[src/rtl/xdma_usr_irq_sched.sv]
// -----------------------------------------------------------------------------
// xdma_usr_irq_sched
//
// Purpose:
//   Schedules user interrupts into the XDMA core's usr_irq_req/usr_irq_ack
//   handshake. Event pulses from NUM_SRC fabric sources are latched into a
//   pending vector. Unmasked pending sources are arbitrated round-robin, and
//   one request at a time is driven toward the core. Each request is held
//   until it is acknowledged or until it times out. After every request a
//   fixed hold-off gap is enforced before the next arbitration.
//
// Parameters:
//   NUM_SRC      number of event sources (>=1)
//   NUM_IRQ      width of usr_irq_req/ack; source s uses line (s % NUM_IRQ)
//   ACK_TIMEOUT  maximum cycles a request is held without ack (>=1)
//   GAP_CYCLES   idle cycles after each request before re-arbitration (>=1)
//
// Ports:
//   user_clk_i      in   clock (XDMA axi_aclk)
//   user_resetn_i   in   asynchronous active-low reset
//   event_i         in   [NUM_SRC]   one-cycle event pulses, one per source
//   mask_i          in   [NUM_SRC]   1 = source masked (pending kept, not granted)
//   msi_enable_i    in   0 blocks new grants
//   usr_irq_req_o   out  [NUM_IRQ]   request lines to XDMA
//   usr_irq_ack_i   in   [NUM_IRQ]   ack pulses from XDMA
//   pending_o       out  [NUM_SRC]   pending bit vector
//   cause_o         out  [SRC_W]     source id of the current/last grant
//   busy_o          out  1 while the scheduler is not idle
//   timeout_err_o   out  sticky flag: a request timed out
//   clr_err_i       in   clears timeout_err_o
// -----------------------------------------------------------------------------
module xdma_usr_irq_sched #(
  parameter int NUM_SRC     = 4,
  parameter int NUM_IRQ     = 1,
  parameter int ACK_TIMEOUT = 1023,
  parameter int GAP_CYCLES  = 4,
  localparam int SRC_W      = (NUM_SRC > 1) ? $clog2(NUM_SRC) : 1
) (
  input  logic               user_clk_i,
  input  logic               user_resetn_i,
  input  logic [NUM_SRC-1:0] event_i,
  input  logic [NUM_SRC-1:0] mask_i,
  input  logic               msi_enable_i,
  output logic [NUM_IRQ-1:0] usr_irq_req_o,
  input  logic [NUM_IRQ-1:0] usr_irq_ack_i,
  output logic [NUM_SRC-1:0] pending_o,
  output logic [SRC_W-1:0]   cause_o,
  output logic               busy_o,
  output logic               timeout_err_o,
  input  logic               clr_err_i
);

  localparam int LINE_W = (NUM_IRQ > 1) ? $clog2(NUM_IRQ) : 1;
  localparam int CNT_W  = (ACK_TIMEOUT > 1) ? $clog2(ACK_TIMEOUT + 1) : 1;
  localparam int GAP_W  = (GAP_CYCLES > 1) ? $clog2(GAP_CYCLES + 1) : 1;
  // One extra bit so the rotated candidate index can exceed NUM_SRC-1
  // before being folded back into range.
  localparam int CAND_W = SRC_W + 1;

  typedef enum logic [1:0] {
    S_IDLE = 2'd0,
    S_REQ  = 2'd1,
    S_GAP  = 2'd2
  } state_t;

  // ---------------------------------------------------------------------------
  // State
  // ---------------------------------------------------------------------------
  state_t             state_reg;
  logic [NUM_SRC-1:0] pending_reg;
  logic [SRC_W-1:0]   rr_ptr_reg;
  logic [SRC_W-1:0]   cause_reg;
  logic [NUM_IRQ-1:0] req_reg;
  logic [CNT_W-1:0]   cnt_reg;
  logic [GAP_W-1:0]   gap_reg;
  logic               busy_reg;
  logic               err_reg;

  // ---------------------------------------------------------------------------
  // Source-to-line map (constant table)
  // ---------------------------------------------------------------------------
  logic [LINE_W-1:0] line_of [NUM_SRC];

  generate
    for (genvar gi = 0; gi < NUM_SRC; gi++) begin : g_line_map
      assign line_of[gi] = LINE_W'(gi % NUM_IRQ);
    end
  endgenerate

  // ---------------------------------------------------------------------------
  // Round-robin search: first eligible source at or after rr_ptr, wrapping
  // ---------------------------------------------------------------------------
  logic [NUM_SRC-1:0] eligible;
  logic [CAND_W-1:0]  cand;
  logic               found;
  logic [SRC_W-1:0]   grant_idx;
  logic [SRC_W-1:0]   rr_next;
  logic [NUM_IRQ-1:0] grant_req;

  assign eligible = pending_reg & ~mask_i;

  always_comb begin
    found     = 1'b0;
    grant_idx = '0;
    cand      = '0;
    for (int i = 0; i < NUM_SRC; i++) begin
      cand = {1'b0, rr_ptr_reg} + CAND_W'(i);
      if (cand >= CAND_W'(NUM_SRC)) begin
        cand = cand - CAND_W'(NUM_SRC);
      end
      if (!found && eligible[cand[SRC_W-1:0]]) begin
        found     = 1'b1;
        grant_idx = cand[SRC_W-1:0];
      end
    end
  end

  assign rr_next   = (grant_idx == SRC_W'(NUM_SRC - 1)) ? '0 : grant_idx + 1'b1;
  assign grant_req = NUM_IRQ'(1) << line_of[grant_idx];

  // ---------------------------------------------------------------------------
  // Request completion
  // ---------------------------------------------------------------------------
  // req_reg is one-hot on the active line during REQ. Masking the ack with it
  // therefore ignores ack bits on every other line.
  logic               ack_hit;
  logic               timeout_hit;
  logic [NUM_SRC-1:0] clr_vec;
  logic [NUM_SRC-1:0] pending_next;
  logic               err_next;

  assign ack_hit     = (state_reg == S_REQ) && (|(usr_irq_ack_i & req_reg));
  // The ack takes priority over a timeout that lands on the same cycle.
  assign timeout_hit = (state_reg == S_REQ) && !ack_hit &&
                       (cnt_reg == CNT_W'(ACK_TIMEOUT - 1));
  assign clr_vec     = ack_hit ? (NUM_SRC'(1) << cause_reg) : '0;
  // OR-ing new events in after the clear lets a coincident event win.
  assign pending_next = (pending_reg & ~clr_vec) | event_i;

  always_comb begin
    err_next = err_reg;
    if (timeout_hit) begin
      err_next = 1'b1;
    end else if (clr_err_i) begin
      err_next = 1'b0;
    end
  end

  // ---------------------------------------------------------------------------
  // FSM and all registered outputs
  // ---------------------------------------------------------------------------
  always_ff @(posedge user_clk_i or negedge user_resetn_i) begin
    if (!user_resetn_i) begin
      state_reg   <= S_IDLE;
      pending_reg <= '0;
      rr_ptr_reg  <= '0;
      cause_reg   <= '0;
      req_reg     <= '0;
      cnt_reg     <= '0;
      gap_reg     <= '0;
      busy_reg    <= 1'b0;
      err_reg     <= 1'b0;
    end else begin
      pending_reg <= pending_next;
      err_reg     <= err_next;
      case (state_reg)
        S_IDLE: begin
          if (msi_enable_i && found) begin
            cause_reg  <= grant_idx;
            rr_ptr_reg <= rr_next;
            req_reg    <= grant_req;
            cnt_reg    <= '0;
            busy_reg   <= 1'b1;
            state_reg  <= S_REQ;
          end
        end
        S_REQ: begin
          // Mask and MSI-enable changes do not abort an issued request.
          if (ack_hit || timeout_hit) begin
            req_reg   <= '0;
            gap_reg   <= '0;
            state_reg <= S_GAP;
          end else begin
            cnt_reg <= cnt_reg + 1'b1;
          end
        end
        S_GAP: begin
          if (gap_reg == GAP_W'(GAP_CYCLES - 1)) begin
            busy_reg  <= 1'b0;
            state_reg <= S_IDLE;
          end else begin
            gap_reg <= gap_reg + 1'b1;
          end
        end
        default: begin
          req_reg   <= '0;
          busy_reg  <= 1'b0;
          state_reg <= S_IDLE;
        end
      endcase
    end
  end

  assign usr_irq_req_o = req_reg;
  assign pending_o     = pending_reg;
  assign cause_o       = cause_reg;
  assign busy_o        = busy_reg;
  assign timeout_err_o = err_reg;

endmodule

[config.mk]
export PLATFORM = sky130hd
export DESIGN_NAME = xdma_usr_irq_sched
export DESIGN_NICKNAME = d
export VERILOG_FILES = /design/src/rtl/xdma_usr_irq_sched.sv
export SDC_FILE = /design/constraint.sdc
export NUM_CORES = 1
export LEC_CHECK = 0
export CAP_MARGIN = 25
export CORE_MARGIN = 10
export CORE_UTILIZATION = 47
export CTS_BUF_LIST = sky130_fd_sc_hd__clkbuf_2
export CTS_CLUSTER_DIAMETER = 100
export DETAILED_ROUTE_END_ITERATION = 8
export MAX_ROUTING_LAYER = met4
export PLACE_DENSITY = 0.71
export SYNTH_ARGS = -nofsm -noshare
export SYNTH_HDL_FRONTEND = slang
export SYNTH_SLANG_ARGS = --single-unit
[constraint.sdc]
create_clock -name user_clk_i -period 4 [get_ports user_clk_i]
set_clock_uncertainty 0.15 [all_clocks]
set_input_delay 0.4 -clock user_clk_i [delete_from_list [all_inputs] [get_ports user_clk_i]]
set_output_delay 0.4 -clock user_clk_i [all_outputs]
set_load 0.005 [all_outputs]
==> flow_results.org <==
** Detailed routing
- Number of search-and-repair iterations in the first detailed-routing pass :: 5
- After detailed routing, the total wire length is 3.31 mm.
- Routed len/inst :: 14.7 um
- Once detail routing completed, the nets flagged for antenna violations numbered 0.
- The final route contains 1230 vias.
- Remaining routing DRC violations :: 0
- Routed vias/inst :: 5.44
- In this run, the number of DRC markers left after iteration 0 of detailed routing was 61.

** Synth
- Compound-Gate Fraction of Synth Area :: 17.6%
- In the synthesized netlist the async set-or-reset flop fraction comes to 100%.
- The synthesized netlist contains 44 unique library cells.
- Yosys printed 0 warnings.
- Fraction of synthesized cell area in xor and xnor cells :: 2.86%
- After synthesis the netlist holds a flip-flop and latch count of 26.
- The mapped netlist covers 1530 um^2.
- After Yosys synthesis, and, or, nand and nor cells account for 25.3% of the synthesized area.
- After Yosys synthesis, full adders, half adders and majority gates account for 3.27% of the synthesized area.
- Synthesized area per cell :: 9.45 um^2
- Counting every instance in the synthesized netlist gives 162.
- EDFF count, synth :: 0
- In the synthesized netlist the dominant register cell turns out to be sky130_fd_sc_hd__dfrtp_1.
- After synthesis, the largest family of logic cells by area is simple AND/OR/NAND/NOR gates.
- Post-synthesis net count :: 179
- Portion of netlist area occupied by mux cells :: 4.58%
- For this run, the register share of the synthesized area comes to 42.5%.

** Floorplan
- Starting Density :: 49.7%
- The floorplan step set the die width to 77.1 um.
- IO Pins :: 22
- In this run the standard cell core region covers 3080 um^2.
- The die covers 5940 um^2.
- Placement Rows :: 20
- Die height :: 77.1 um

** Power
- IR drop worst, VDD :: 0.000266 V
- Leakage :: 0.743 nW
- For this design the ratio of total power to cell area is 497 nW/um^2.
- Summing internal, switching and leakage power gives 0.886 mW.

** STA
- Setup violations remaining at the end of the flow were counted as 0.
- Fmax :: 513 MHz
- Transition at the pin with the smallest max-transition slack :: 0.429 ns
- Measured against its own limit, the worst slew margin works out to 71.3%.
- The total count of max-transition violations in the final report came to 0.
- Final critical-path share of the clock period :: 48.7%
- Final hold violation count :: 0
- Subtracting the final worst setup slack from the clock period gives 1.95 ns.
- Setup repair after global routing left no endpoint under its margin.
- Final sum of negative setup slack :: 0 ns

** Cells and area
- 0 antenna diodes ended up in the layout.
- The net count of the finished layout is 201.
- Core occupancy in the finished layout :: 58.0%
- Number of flip-flops in the largest register :: 10
- In the final layout, the share of cells above drive strength 1 is 9.34%.
- The filler cells instantiated in the layout total 285.
- Relative to the synthesized area, the layout overhead comes to 16.6%.

** Setup path
- The worst setup path is launched from a flop.
- For this design, the slowest cell found on the critical path is sky130_fd_sc_hd__dfrtp_1.
- At the worst endpoint, the required time is 4.13 ns.
- WP buf/inv :: 1
- Crit-path max cell delay :: 0.47 ns
- Worst path top cell family by delay :: simple AND/OR/NAND/NOR gates
- Maximum fanout along the worst path :: 6
- Reg-to-reg setup timing slack :: 2.05 ns
- The worst setup path is captured at a flop.
- Crit path DAT :: 2.08 ns
- The setup path with the least slack is of type reg -> reg.
- Walking the worst path, the cells encountered are inv_1, ha_1, nand2_1, nor3_2, or2_1, nand2_2, a22o_1.

** Placed design
- Detailed placement ended at an HPWL of 2.56 mm.
- The congestion estimate from routability-driven global placement came to 0.890.
- Port buffering added 21 buffers.

** Clock tree
- Worst-path clk slew :: 0.25 ns
- CTS tree :: yes
- H-tree levels :: 1
- Clock net sink count :: 26
- In this run, post-CTS hold repair placed 0 buffers.
- Post-CTS timing repair inserted 0 buffers for setup.
- Clock root cell :: sky130_fd_sc_hd__clkbuf_2
- CTS resizes :: 0
- Clock tree synthesis inserted a total of 3 buffers.
- Clock insertion delay at the later pin of the skew report :: 0.35 ns
- The clock passes through at most 2 buffers.

** Global routing
- The number of global-route vias before repair came to 1183.
- Entering global routing, the biggest net connects 27 pins.
- The first global-routing pass estimated 5.62 mm of wire.
- Global routing used 11.6% of the available tracks across all layers.
- Remaining global-route overflow :: 0
- The initial antenna violation count is 0.

** Flow run
- Across the run, the number of max-cap violations was 0.

** Status
- Status :: finished, final reports clean

** Hold path
- The tightest min-delay check is of the in -> async type.
[path summary, 6_finish.rpt]
path,depth (start not counted),start,to
max,7,cnt_reg[0],gap_reg[1]
max in group asynchronous,2,user_resetn_i,pending_o[3]
min in group user_clk_i,1,cnt_reg[4],cnt_reg[4]
min reg2reg,1,cnt_reg[4],cnt_reg[4]
max reg2reg,7,cnt_reg[0],gap_reg[1]
min,2,user_resetn_i,cnt_reg[3]
[cells in the final DEF (no fill, tap or decap), types with 3 or more instances in the layout]
| cell | count |
|---|---|
| sky130_fd_sc_hd__xnor2_1 | 5 |
| sky130_fd_sc_hd__o21ai_0 | 9 |
| sky130_fd_sc_hd__nand3_1 | 10 |
| sky130_fd_sc_hd__clkdlybuf4s50_1 | 21 |
| sky130_fd_sc_hd__nor3_1 | 4 |
| sky130_fd_sc_hd__nand2_2 | 3 |
| sky130_fd_sc_hd__a21o_1 | 3 |
| sky130_fd_sc_hd__dfrtp_1 | 26 |
| sky130_fd_sc_hd__nor2_1 | 18 |
| sky130_fd_sc_hd__nand2_1 | 18 |
| sky130_fd_sc_hd__a21oi_1 | 7 |
| sky130_fd_sc_hd__nand2b_1 | 6 |
| sky130_fd_sc_hd__clkbuf_2 | 3 |
| sky130_fd_sc_hd__mux2i_1 | 7 |
| sky130_fd_sc_hd__inv_1 | 7 |
| sky130_fd_sc_hd__ha_1 | 4 |
[metrics by stage]
step                setup slack [ns]  area (um^2)  hold slack (ns)  cells
floorplan                       2.30         1530          -0.0456    162
global placement                1.84         1770            0.323    223
detailed placement              1.77         1770            0.330    223
CTS                             2.02         1780            0.217    226
global route                    1.87         1780            0.220    226
finish                          2.05         1780            0.213    226
[metal layers]
metal	GRT usage, %	vias up	part of all wire (%)
met3	1.86	2	5.4
met2	19.9	39	51
met1	13.8	577	43
li1	-	612	-
met4	2.74	0	0.36
met5	-	-	0
[where the power goes]
part           switching, mW  leakage, nW  internal (mW)
sequential             0.102        0.322          0.323
clock                 0.0762       0.0125         0.0204
combinational          0.191        0.408          0.174
total                  0.369        0.743          0.518
[logic make-up (layout without fill, tap and decap cells)]
logic type | after synthesis | count (layout)
adder cells (fa/ha/maj) | 4 | 4
AND/OR/NAND/NOR | 73 | 73
flip-flops | 26 | 26
XOR/XNOR | 5 | 5
buffers and inverters | 12 | 32
AO/OA/AOI/OAI | 35 | 35
multiplexers | 7 | 7
[layout make-up]
| class | instances | area (um^2) | area share (%) |
|---|---|---|---|
| multi-input combinational | 124 | 820 | 45.9 |
| timing repair buffer | 22 | 218 | 12.2 |
| clock buffer | 3 | 15.0 | 0.842 |
| inverter | 7 | 26.3 | 1.47 |
| tap | 44 | 55.1 | 3.09 |
| sequential | 26 | 651 | 36.5 |
[worst register-to-register path, cell delays in order (launching register included)]
cell                      delay (ns)
sky130_fd_sc_hd__dfrtp_1        0.47
sky130_fd_sc_hd__inv_1          0.11
sky130_fd_sc_hd__ha_1           0.16
sky130_fd_sc_hd__nand2_1        0.12
sky130_fd_sc_hd__nor3_2         0.23
sky130_fd_sc_hd__or2_1          0.31
sky130_fd_sc_hd__nand2_2        0.10
sky130_fd_sc_hd__a22o_1         0.24
[synth_stat cells, drive strengths merged, types with 3 or more instances]
master,instances,area [um^2]
nand2,21,86.3
nor2,18,67.6
a211oi,3,27.5
buf,5,33.8
ha,4,50.1
inv,7,26.3
nand3,10,50.1
a21o,3,22.5
a21oi,7,35.0
nand2b,6,37.5
nor3,6,40.0
mux2i,7,70.1
o21ai,9,45.0
dfrtp,26,651
xnor2,5,43.8
No activity file was read; power rests on OpenSTA's default activity.
